$ cat config.mk
export PLATFORM = sky130hd
export DESIGN_NAME = single_cycle_cpu
export DESIGN_NICKNAME = d
export VERILOG_FILES = /design/src/rtl/single_cycle_cpu.sv
export SDC_FILE = /design/constraint.sdc
export NUM_CORES = 1
export LEC_CHECK = 0
export CAP_MARGIN = 20
export CORE_MARGIN = 2
export CORE_UTILIZATION = 29
export CTS_BUF_LIST = sky130_fd_sc_hd__clkbuf_4
export CTS_CLUSTER_SIZE = 25
export DETAILED_ROUTE_END_ITERATION = 7
export GPL_ROUTABILITY_DRIVEN = 0
export PLACE_DENSITY = 0.73
export SETUP_SLACK_MARGIN = 0.2
export SYNTH_ARGS = -nofsm -noshare
export SYNTH_HDL_FRONTEND = slang
export SYNTH_SLANG_ARGS = --single-unit
$ cat constraint.sdc
create_clock -name CLK -period 2.2 [get_ports CLK]
set_input_delay 0.33 -clock CLK [delete_from_list [all_inputs] [get_ports CLK]]
set_output_delay 0.33 -clock CLK [all_outputs]
set_load 0.01 [all_outputs]
$ cat src/rtl/single_cycle_cpu.sv
`default_nettype none
// ============================================================================
// Module   : single_cycle_cpu
// Purpose  : Single-cycle 32-bit MIPS-subset core (PC, ROM, regfile, ALU, RAM).
// Revision : 1.0 - initial release
// ============================================================================
module single_cycle_cpu #(
  parameter int    IMEM_DEPTH = 64,
  parameter int    DMEM_DEPTH = 64,
  parameter string IMEM_FILE  = "program.hex"
) (
  input  logic        CLK,
  input  logic        Reset,
  output logic [5:0]  op,
  output logic [4:0]  rs,
  output logic [4:0]  rt,
  output logic [4:0]  rd,
  output logic [15:0] immediate,
  output logic [31:0] ReadData1,
  output logic [31:0] ReadData2,
  output logic [31:0] WriteData,
  output logic [31:0] DataOut,
  output logic [31:0] currentAddress,
  output logic [31:0] result
);

  localparam int IA_W = $clog2(IMEM_DEPTH);
  localparam int DA_W = $clog2(DMEM_DEPTH);

  localparam logic [5:0] OP_RTYPE = 6'h00;
  localparam logic [5:0] OP_J     = 6'h02;
  localparam logic [5:0] OP_BEQ   = 6'h04;
  localparam logic [5:0] OP_BNE   = 6'h05;
  localparam logic [5:0] OP_ADDIU = 6'h09;
  localparam logic [5:0] OP_SLTI  = 6'h0A;
  localparam logic [5:0] OP_ANDI  = 6'h0C;
  localparam logic [5:0] OP_ORI   = 6'h0D;
  localparam logic [5:0] OP_LW    = 6'h23;
  localparam logic [5:0] OP_SW    = 6'h2B;
  localparam logic [5:0] OP_HALT  = 6'h3F;

  localparam logic [5:0] F_SLL = 6'h00;
  localparam logic [5:0] F_ADD = 6'h20;
  localparam logic [5:0] F_SUB = 6'h22;
  localparam logic [5:0] F_AND = 6'h24;
  localparam logic [5:0] F_OR  = 6'h25;
  localparam logic [5:0] F_SLT = 6'h2A;

  typedef enum logic [2:0] {
    ALU_ADD = 3'd0,
    ALU_SUB = 3'd1,
    ALU_AND = 3'd2,
    ALU_OR  = 3'd3,
    ALU_SLT = 3'd4,
    ALU_SLL = 3'd5
  } alu_op_e;

  logic [31:0] rom     [IMEM_DEPTH];
  logic [31:0] dmem_q  [DMEM_DEPTH];
  logic [31:0] rf_q    [32];
  logic [31:0] rf_d    [32];
  logic [31:0] pc_q, pc_d;
  logic        halted_q, halted_d;

  logic [31:0] ins;
  logic [5:0]  funct;
  logic [4:0]  shamt;
  logic [31:0] imm_sext, imm_zext, imm_ext;
  logic [31:0] pc_plus4, branch_target, jump_target;
  logic [31:0] alu_a, alu_b;
  logic        imem_in_range, dmem_in_range;

  alu_op_e     alu_op;
  logic [4:0]  dest;
  logic        use_imm, use_zext, rf_we, mem_read, mem_write;
  logic        is_beq, is_bne, is_jump, is_halt;
  logic        rf_wr_en, dmem_wr_en, take_branch;

  // Fetch: PCs beyond the ROM see an all-zero word, which decodes as a NOP.
  assign imem_in_range  = (pc_q[31:2] < 30'(IMEM_DEPTH));
  assign ins            = imem_in_range ? rom[pc_q[IA_W+1:2]] : 32'h0;
  assign currentAddress = pc_q;

  assign op        = ins[31:26];
  assign rs        = ins[25:21];
  assign rt        = ins[20:16];
  assign rd        = ins[15:11];
  assign shamt     = ins[10:6];
  assign funct     = ins[5:0];
  assign immediate = ins[15:0];

  assign imm_sext = {{16{immediate[15]}}, immediate};
  assign imm_zext = {16'h0000, immediate};
  assign imm_ext  = use_zext ? imm_zext : imm_sext;

  always_comb begin
    alu_op    = ALU_ADD;
    dest      = rd;
    use_imm   = 1'b0;
    use_zext  = 1'b0;
    rf_we     = 1'b0;
    mem_read  = 1'b0;
    mem_write = 1'b0;
    is_beq    = 1'b0;
    is_bne    = 1'b0;
    is_jump   = 1'b0;
    is_halt   = 1'b0;
    case (op)
      OP_RTYPE: begin
        case (funct)
          F_ADD:   begin alu_op = ALU_ADD; rf_we = 1'b1; end
          F_SUB:   begin alu_op = ALU_SUB; rf_we = 1'b1; end
          F_AND:   begin alu_op = ALU_AND; rf_we = 1'b1; end
          F_OR:    begin alu_op = ALU_OR;  rf_we = 1'b1; end
          F_SLT:   begin alu_op = ALU_SLT; rf_we = 1'b1; end
          F_SLL:   begin alu_op = ALU_SLL; rf_we = 1'b1; end
          default: ;
        endcase
      end
      OP_ADDIU: begin use_imm = 1'b1; rf_we = 1'b1; dest = rt; end
      OP_SLTI:  begin use_imm = 1'b1; rf_we = 1'b1; dest = rt; alu_op = ALU_SLT; end
      OP_ANDI:  begin use_imm = 1'b1; rf_we = 1'b1; dest = rt; alu_op = ALU_AND; use_zext = 1'b1; end
      OP_ORI:   begin use_imm = 1'b1; rf_we = 1'b1; dest = rt; alu_op = ALU_OR;  use_zext = 1'b1; end
      OP_LW:    begin use_imm = 1'b1; rf_we = 1'b1; dest = rt; mem_read = 1'b1; end
      OP_SW:    begin use_imm = 1'b1; mem_write = 1'b1; end
      OP_BEQ:   is_beq  = 1'b1;
      OP_BNE:   is_bne  = 1'b1;
      OP_J:     is_jump = 1'b1;
      OP_HALT:  is_halt = 1'b1;
      default:  ;
    endcase
  end

  // Register reads; $0 is forced to zero regardless of storage.
  assign ReadData1 = (rs == 5'd0) ? 32'h0 : rf_q[rs];
  assign ReadData2 = (rt == 5'd0) ? 32'h0 : rf_q[rt];

  assign alu_a = (alu_op == ALU_SLL) ? {27'h0, shamt} : ReadData1;
  assign alu_b = use_imm ? imm_ext : ReadData2;

  always_comb begin
    result = 32'h0;
    case (alu_op)
      ALU_ADD: result = alu_a + alu_b;
      ALU_SUB: result = alu_a - alu_b;
      ALU_AND: result = alu_a & alu_b;
      ALU_OR:  result = alu_a | alu_b;
      ALU_SLT: result = {31'h0, $signed(alu_a) < $signed(alu_b)};
      ALU_SLL: result = alu_b << alu_a[4:0];
      default: result = 32'h0;
    endcase
  end

  assign dmem_in_range = (result[31:2] < 30'(DMEM_DEPTH));
  assign DataOut       = dmem_in_range ? dmem_q[result[DA_W+1:2]] : 32'h0;
  assign WriteData     = mem_read ? DataOut : result;

  assign rf_wr_en   = rf_we & ~halted_q & (dest != 5'd0);
  assign dmem_wr_en = mem_write & ~halted_q & dmem_in_range;

  assign pc_plus4      = pc_q + 32'd4;
  assign branch_target = pc_plus4 + {imm_sext[29:0], 2'b00};
  assign jump_target   = {pc_plus4[31:28], ins[25:0], 2'b00};
  assign take_branch   = (is_beq & (ReadData1 == ReadData2)) |
                         (is_bne & (ReadData1 != ReadData2));

  // A halt freezes the PC on itself; the sticky flag blocks all later writes.
  always_comb begin
    halted_d = halted_q | is_halt;
    if (halted_q || is_halt) pc_d = pc_q;
    else if (is_jump)        pc_d = jump_target;
    else if (take_branch)    pc_d = branch_target;
    else                     pc_d = pc_plus4;
  end

  always_comb begin
    rf_d = rf_q;
    if (rf_wr_en) rf_d[dest] = WriteData;
  end

  always_ff @(posedge CLK or negedge Reset) begin
    if (!Reset) begin
      pc_q     <= 32'h0;
      halted_q <= 1'b0;
      for (int i = 0; i < 32; i++) rf_q[i] <= 32'h0;
    end else begin
      pc_q     <= pc_d;
      halted_q <= halted_d;
      rf_q     <= rf_d;
    end
  end

  // Data RAM keeps its contents across reset.
  always_ff @(posedge CLK) begin
    if (dmem_wr_en) dmem_q[result[DA_W+1:2]] <= ReadData2;
  end

endmodule
`default_nettype wire

### After elaboration in Yosys (flattened, before gate mapping)

Memory sizes are Yosys's and may differ from the RTL's.
Index checks and enable logic that the tools add are counted.

| cells by class | value |
|---|---|
| add/sub/neg operators | 4 |
| $lt $le $gt $ge | 7 |
| equal/unequal tests | 22 |
| shifts and indexed selects | 1 |
| mux-type cells | 35 |
| bitwise gates (word level) | 14 |
| reduce and logical (&&, ||, !) cells | 12 |

Operator list:

| operator | count |
|---|---|
| bitwise mux 1024 bit | 1 |
| 2-to-1 mux 32 bit | 15 |
| binary-select mux 32 bit (select 5 bit) | 2 |
| case mux 32 bit (6 select lines) | 1 |
| demux 32 bit (select 5 bit) | 1 |
| adder 32 bit | 2 |
| less-than comparator 30 x 7 -> 1 bit, second input constant | 2 |
| equality test 6 bit, second input constant | 8 |
| adder 32 x 3 -> 32 bit, second input constant | 1 |
| AND 32 bit | 1 |
| equality test 32 bit | 1 |
| less-than comparator 32 bit | 1 |
| inequality test 32 bit | 1 |
| bitwise OR 32 bit | 1 |
| << shifter 32 x 5 -> 32 bit | 1 |
| subtractor 32 bit | 1 |
| equality test 6 x 4 -> 1 bit, second input constant | 4 |
| >= comparator 6 bit, second input constant | 3 |
| NOT 5 -> 6 bit | 3 |
| case mux 3 bit (5 select lines) | 1 |
| equality test 6 x 3 -> 1 bit, second input constant | 2 |
| logical NOT 6 bit | 2 |
| case mux 3 bit (4 select lines) | 1 |
| OR reduction 6 bit | 2 |
| 18 further kinds | 37 |

| word-level totals | value |
|---|---|
| register bits after elaboration | 1057 |
| bits in writable memories | 2048 |
| input port bits | 2 |
| output and inout port bits | 229 |
| word-level logic and storage cells | 130 |
| memories | 1 |

Memories:

| memory | depth | bits a word | read ports | clocked after memory_dff | wr ports | line | text |
|---|---|---|---|---|---|---|---|
| dmem_q | 64 | 32 | 1 | 0 | 1 | 59 | `logic [31:0] dmem_q [DMEM_DEPTH];` |

### Logic depth before layout (Yosys ltp)

Gate-level depths: netlist (run 1).

| depth | value |
|---|---|
| depth after elaboration | 14 |
| depth in mapped cells | 5 |
| depth with buffers taken out | 5 |

### Least setup slack after synthesis (run 1)

No wires, ideal clock.

| path | value |
|---|---|
| kind | register to register |
| start | register pc_q[10] (netlist: currentAddress[10]) |
| end | register pc_q[31] (netlist: currentAddress[31]) |
| setup time | 0.124 ns |
| arrival | 1.346 ns |
| data required time | 2.076 ns |
| setup slack | 0.730 ns |
| cell stages (with the launch flop) | 5 |
| buffers on the path | 0 |
| clock period less this slack | 1.470 ns |
| cell sequence | dfrtp_1 nand4_2 nor4_4 nand4_1 xnor2_1 |

| between the ends | value |
|---|---|
| cells in the longest elaborated chain, start to end | 4 |

RTL lines:

| what | line | text |
|---|---|---|
| start: declaration | 62 | `logic [31:0] pc_q, pc_d;` |
| start signal: assignment | 187 | `pc_q <= pc_d;` |
| adder 32 x 3 -> 32 bit | 161 | `assign pc_plus4 = pc_q + 32'd4;` |
| adder 32 bit | 162 | `assign branch_target = pc_plus4 + {imm_sext[29:0], 2'b00};` |
| net branch_target[31] | 69 | `logic [31:0] pc_plus4, branch_target, jump_target;` |
| 2-to-1 mux 32 bit | 172 | `else if (take_branch) pc_d = branch_target;` |
| 2-to-1 mux 32 bit | 171 | `else if (is_jump) pc_d = jump_target;` |

The timed path passes the listed nets, and every way through them passes these cells.
A chain may end at the register's enable or synchronous reset.

### Worst setup path in the final report (run 1)

| path | value |
|---|---|
| start | register pc_q[25] (netlist: currentAddress[25]) |
| end | output currentAddress[25] |

RTL lines:

| what | line | text |
|---|---|---|
| end: declaration | 23 | `output logic [31:0] currentAddress,` |

No word-level cell between the ends.

==> metrics.yaml, run 1 <==
start_util: 0.300
antenna_found_initial: 0
cts_tree: "yes"
synth_cells: 307
final.period_utilization: 0.798
final-hold-violation-count: 0
syn_to_final_growth_pct: -7.99
vias_per_cell: 3.11
path_delay_family: "buffers and inverters"
diodes: 0
routed-via-count: 1474
min_period_ns: 1.75
pwr_density_cell_nw_per_um2: 394
rsz0062_at_grt: "no"
dpl_cell_area_um2: 2520
ant_nets: 0
skew_ns: 0.00621
yosysWarningCount: 0
yosysSeqAreaShare: 0.269
root_buffer: "clkbuf_4"
drive_gt1_frac: 0.0348
p_leak_nw: 1.44
cpPeakStageDelay_ns: 0.63
maxCapViolCount: 0
path_buf_inv: 1
grt_usage: 0.0671
yosysTopAreaCell: "buf_4"
setup_viol: 0
drtPass1Iterations: 4
crit_path_end_kind: "output port"
tns_ns: 0
clock_latency_ns: 0.34
dieArea_um2: 10400
grt_pass1_wl_mm: 5.22
status: "finished clean"
crit_path_top_delay_cell: "clkdlybuf4s50_1"
vdd_drop_max_uv: 167
cts_hold_buf: 0
clkTransAtPathRegs_ns: 0.09
fin_nets: 349
grt_pass1_vias: 1004
clk_path_buf_depth: 2
rr_worst_depth: 5
netlist_top_cells_area: "buf_4 (54%), dfrtp_1 (27%), xnor2_1 (6.3%)"
cp_num_cells: 1
largest_reg_flops: 30
stdcell_area_um2: 2560
syn_area_per_cell_um2: 9.08
synth_seq_cells: 30
totalPowerFinal_mw: 1.01
io_pins: 231
rows: 35
fillers: 1018
netlist_area_um2: 2790
crit_path_start_kind: "register"
crit_path_max_fanout: 6
die_h_um: 102
grt_max_degree: 31
cts_made_buffers: 5
hold_class: "in -> async"
overflow: 0
cp_cell_sequence: "clkdlybuf4s50_1"
maxSlewViolCount: 0
dp_hpwl_mm: 3.35
yosysTopAreaCellShare: 0.536
fmax_ghz: 0.570
ctsResizeCount: 0
wl_mm: 4.06
drc: 0
path_class: "reg -> out"
crit_required_ns: 1.87
coreArea_um2: 9280
hold_ws_ns: 0.376
htreeDepth: 2
dr.first_iter.drc_count: 69
fp.dieW_um: 102
cts_setup_buffers: 0
routedWlPerCell_um: 8.57
portBuffers: 31
worst_ep_arrival_time_ns: 1.42
final_cell_mix: "conb_1 (199), clkdlybuf4s50_1 (31), dfrtp_1 (30), xnor2_1 (20), nand3_1 (12)"
clkSinkCount: 30
mostFrequentLayoutCell: "conb_1"
synth_cell_type_count: 19
==> final cells by class <==
cell class,count,area [um^2],area share
tap,129,161,0.0629
timing repair buffer,33,325,0.127
clock buffer,5,37.5,0.0146
sequential,30,751,0.293
inverter,3,11.3,0.00439
clock inverter,1,3.75,0.00146
multi-input combinational,273,1270,0.497
==> logic make-up (layout without fill, tap and decap cells) <==
logic type	count (synthesis)	after routing	synth area share
simple gates	45	45	0.0969
buf+inv	202	42	0.540
flops	30	30	0.269
fa+ha+maj	1	1	0.00449
other cells	1	199	0.00135
xor+xnor	28	28	0.0880
==> power by group <==
part	internal [mW]	switching, mW
Clock	0.109	0.183
Sequential	0.551	0
Combinational	0.00272	0.166
Total	0.662	0.349
==> final timing paths <==
kind / end / slack [ns] / start
setup / recovery: currentAddress[25] / 0.45 / currentAddress[25]
hold / removal: currentAddress[17] / 0.38 / Reset
setup reg to reg: currentAddress[16] / 0.52 / currentAddress[2]
hold reg to reg: currentAddress[31] / 0.49 / currentAddress[31]
max in group asynchronous: currentAddress[13] / 1.53 / Reset
min in group CLK: currentAddress[31] / 0.49 / currentAddress[31]
==> metal layers <==
layer  wire length, um  track usage  up-vias
met5                 0            0        -
met4                85       0.0400        0
met3               603       0.0226        9
met2              2060        0.118      131
met1              1320       0.0687      685
li1                  -            -      649
==> Yosys cell counts <==
cell type,n
inv_1,3
dfrtp_1,30
nor2_1,6
ha_1,1
and3_1,3
buf_4,199
nor4_4,1
nand3_1,12
nand4_2,2
xor2_1,8
conb_1,1
nor3_1,2
and3_2,1
and4_1,1
xnor2_1,20
nor2_2,1
and2_1,2
nand4_1,10
nand2_1,4
==> stage by stage <==
step	setup slack (ns)	utilization	instances
floorplan	0.730	-	505
global placement	0.622	0.272	468
detailed placement	0.561	0.272	468
CTS	0.420	0.276	474
global route	0.367	0.276	474
finish	0.445	0.276	474
Power figures use the tool's default switching activity.
==> run 2: changes to the inputs <==
clock period = 1.7 ns   (was 2.2 ns; I/O delays follow)
==> run 2 against run 1 <==
Critical path depth rose by 5. Combinational power rose by 30%. First-iteration DRC count fell by 28%. Clock-buffer cell count rose by 1. Sequential power rose by 29%. Critical endpoint is now currentAddress[16].
==> metrics.yaml, run 2 (same netlist as run 1, synthesis figures left out) <==
status: "finished clean"
cts_made_buffers: 5
clk_path_buf_depth: 2
fin_util: 0.311
ant_nets: 0
clkTransAtPathRegs_ns: 0.10
crit_path_start_kind: "register"
wl_mm: 4.80
coreArea_um2: 9280
grt_max_degree: 31
maxSlewViolCount: 0
clkSinkCount: 30
tns_ns: 0
htreeDepth: 2
vias_per_cell: 3.16
rsz0062_at_grt: "yes"
dieArea_um2: 10400
clock_latency_ns: 0.33
crit_required_ns: 1.96
final_cell_mix: "conb_1 (199), buf_4 (38), dlygate4sd2_1 (27), dfrtp_1 (24), xnor2_1 (20)"
crit_path_end_kind: "register"
setup_viol: 0
die_h_um: 102
drive_gt1_frac: 0.159
min_period_ns: 1.50
path_class: "reg -> reg"
pwr_density_cell_nw_per_um2: 471
finalNonFillerCells: 512
worst_ep_arrival_time_ns: 1.76
grt_pass1_wl_mm: 6.02
routed-via-count: 1618
totalPowerFinal_mw: 1.36
fillers: 977
syn_to_final_growth_pct: 3.59
mostFrequentLayoutCell: "conb_1"
dp_hpwl_mm: 3.36
maxCapViolCount: 0
crit_path_max_fanout: 4
skew_ns: 0.0143
largest_reg_flops: 30
fin_ws_ns: 0.204
path_delay_family: "simple AND/OR/NAND/NOR gates"
vdd_drop_max_uv: 203
dr.first_iter.drc_count: 50
final.period_utilization: 0.880
cpPeakStageDelay_ns: 0.39
antenna_found_initial: 0
diodes: 0
fmax_ghz: 0.668
hold_class: "in -> async"
grt_usage: 0.0769
fin_nets: 385
final-hold-violation-count: 0
overflow: 0
drc: 0
drtPass1Iterations: 4
crit_path_top_delay_cell: "dfrtp_1"
p_leak_nw: 1.82
rows: 35
io_pins: 231
grt_pass1_vias: 1159
path_buf_inv: 1
pre_cts_slack_ns: 0.0896
fp.dieW_um: 102
routedWlPerCell_um: 9.38
root_buffer: "clkbuf_4"
cts_tree: "yes"
cp_cell_sequence: "ha_2 > nand3_4 > nor3_4 > buf_4 > and3_1 > xor2_1"
dp.cells: 470
portBuffers: 31
start_util: 0.300
## run 2: cell types whose count changed in the layout (fill, tap and decap cells not counted), sizes merged
cell	previous run	this run
buf	2	38
clkdlybuf4s50	31	1
dlygate4sd2	0	27
dlymetal6s2s	0	3
clkbuf	5	6
clkinv	1	2
## run 2: per-stage QoR
stage / instance area, um^2 / hold slack, ns
floorplan: 3530 / -0.0406
global placement: 2540 / 0.464
detailed placement: 2540 / 0.482
CTS: 2720 / 0.309
global route: 2890 / 0.322
finish: 2890 / 0.299
## run 2: layout make-up
| class | count | area (um^2) | area share |
|---|---|---|---|
| tap | 129 | 161 | 0.0559 |
| clock buffer | 6 | 45.0 | 0.0156 |
| multi-input combinational | 273 | 1330 | 0.462 |
| inverter | 3 | 11.3 | 0.00390 |
| clock inverter | 2 | 8.76 | 0.00303 |
| sequential | 30 | 758 | 0.263 |
| timing repair buffer | 69 | 569 | 0.197 |
## run 2: layer usage
layer  GRT usage  up-vias  wire length (um)
li1            -      719                 -
met1      0.0767      767              1470
met2       0.141      127              2660
met3      0.0321        5               610
met4      0.0318        0                63
met5           0        -                 0
## run 2: worst register-to-register path: stages (launching register included)
cell and delay [ns]:
dfrtp_1 0.39, ha_2 0.24, nand3_4 0.14, nor3_4 0.19, buf_4 0.15, and3_1 0.16, xor2_1 0.16
## run 2: final timing paths
path | start | endpoint | slack, ns | cells past startpoint
min in group CLK | currentAddress[31] | currentAddress[31] | 0.47 | 1
worst min-delay path | Reset | currentAddress[16] | 0.30 | 2
worst min register to register | currentAddress[31] | currentAddress[31] | 0.47 | 1
worst max-delay path | currentAddress[2] | currentAddress[16] | 0.20 | 6
worst max register to register | currentAddress[2] | currentAddress[16] | 0.20 | 6
max in group asynchronous | Reset | currentAddress[11] | 1.10 | 2
## run 2: report_power, final
part           internal (mW)  total [mW]  switching (mW)
Clock                  0.171       0.428           0.256
Combinational        0.00352       0.219           0.215
Sequential             0.713       0.713               0
## run 2: repair_timing
item | CTS | global route
setup buffers | 19 | 15
setup endpoints to repair | 46 | 23
pin swaps | 1 | 7
resized for setup | 33 | 13
hold buffers | 0 | 0
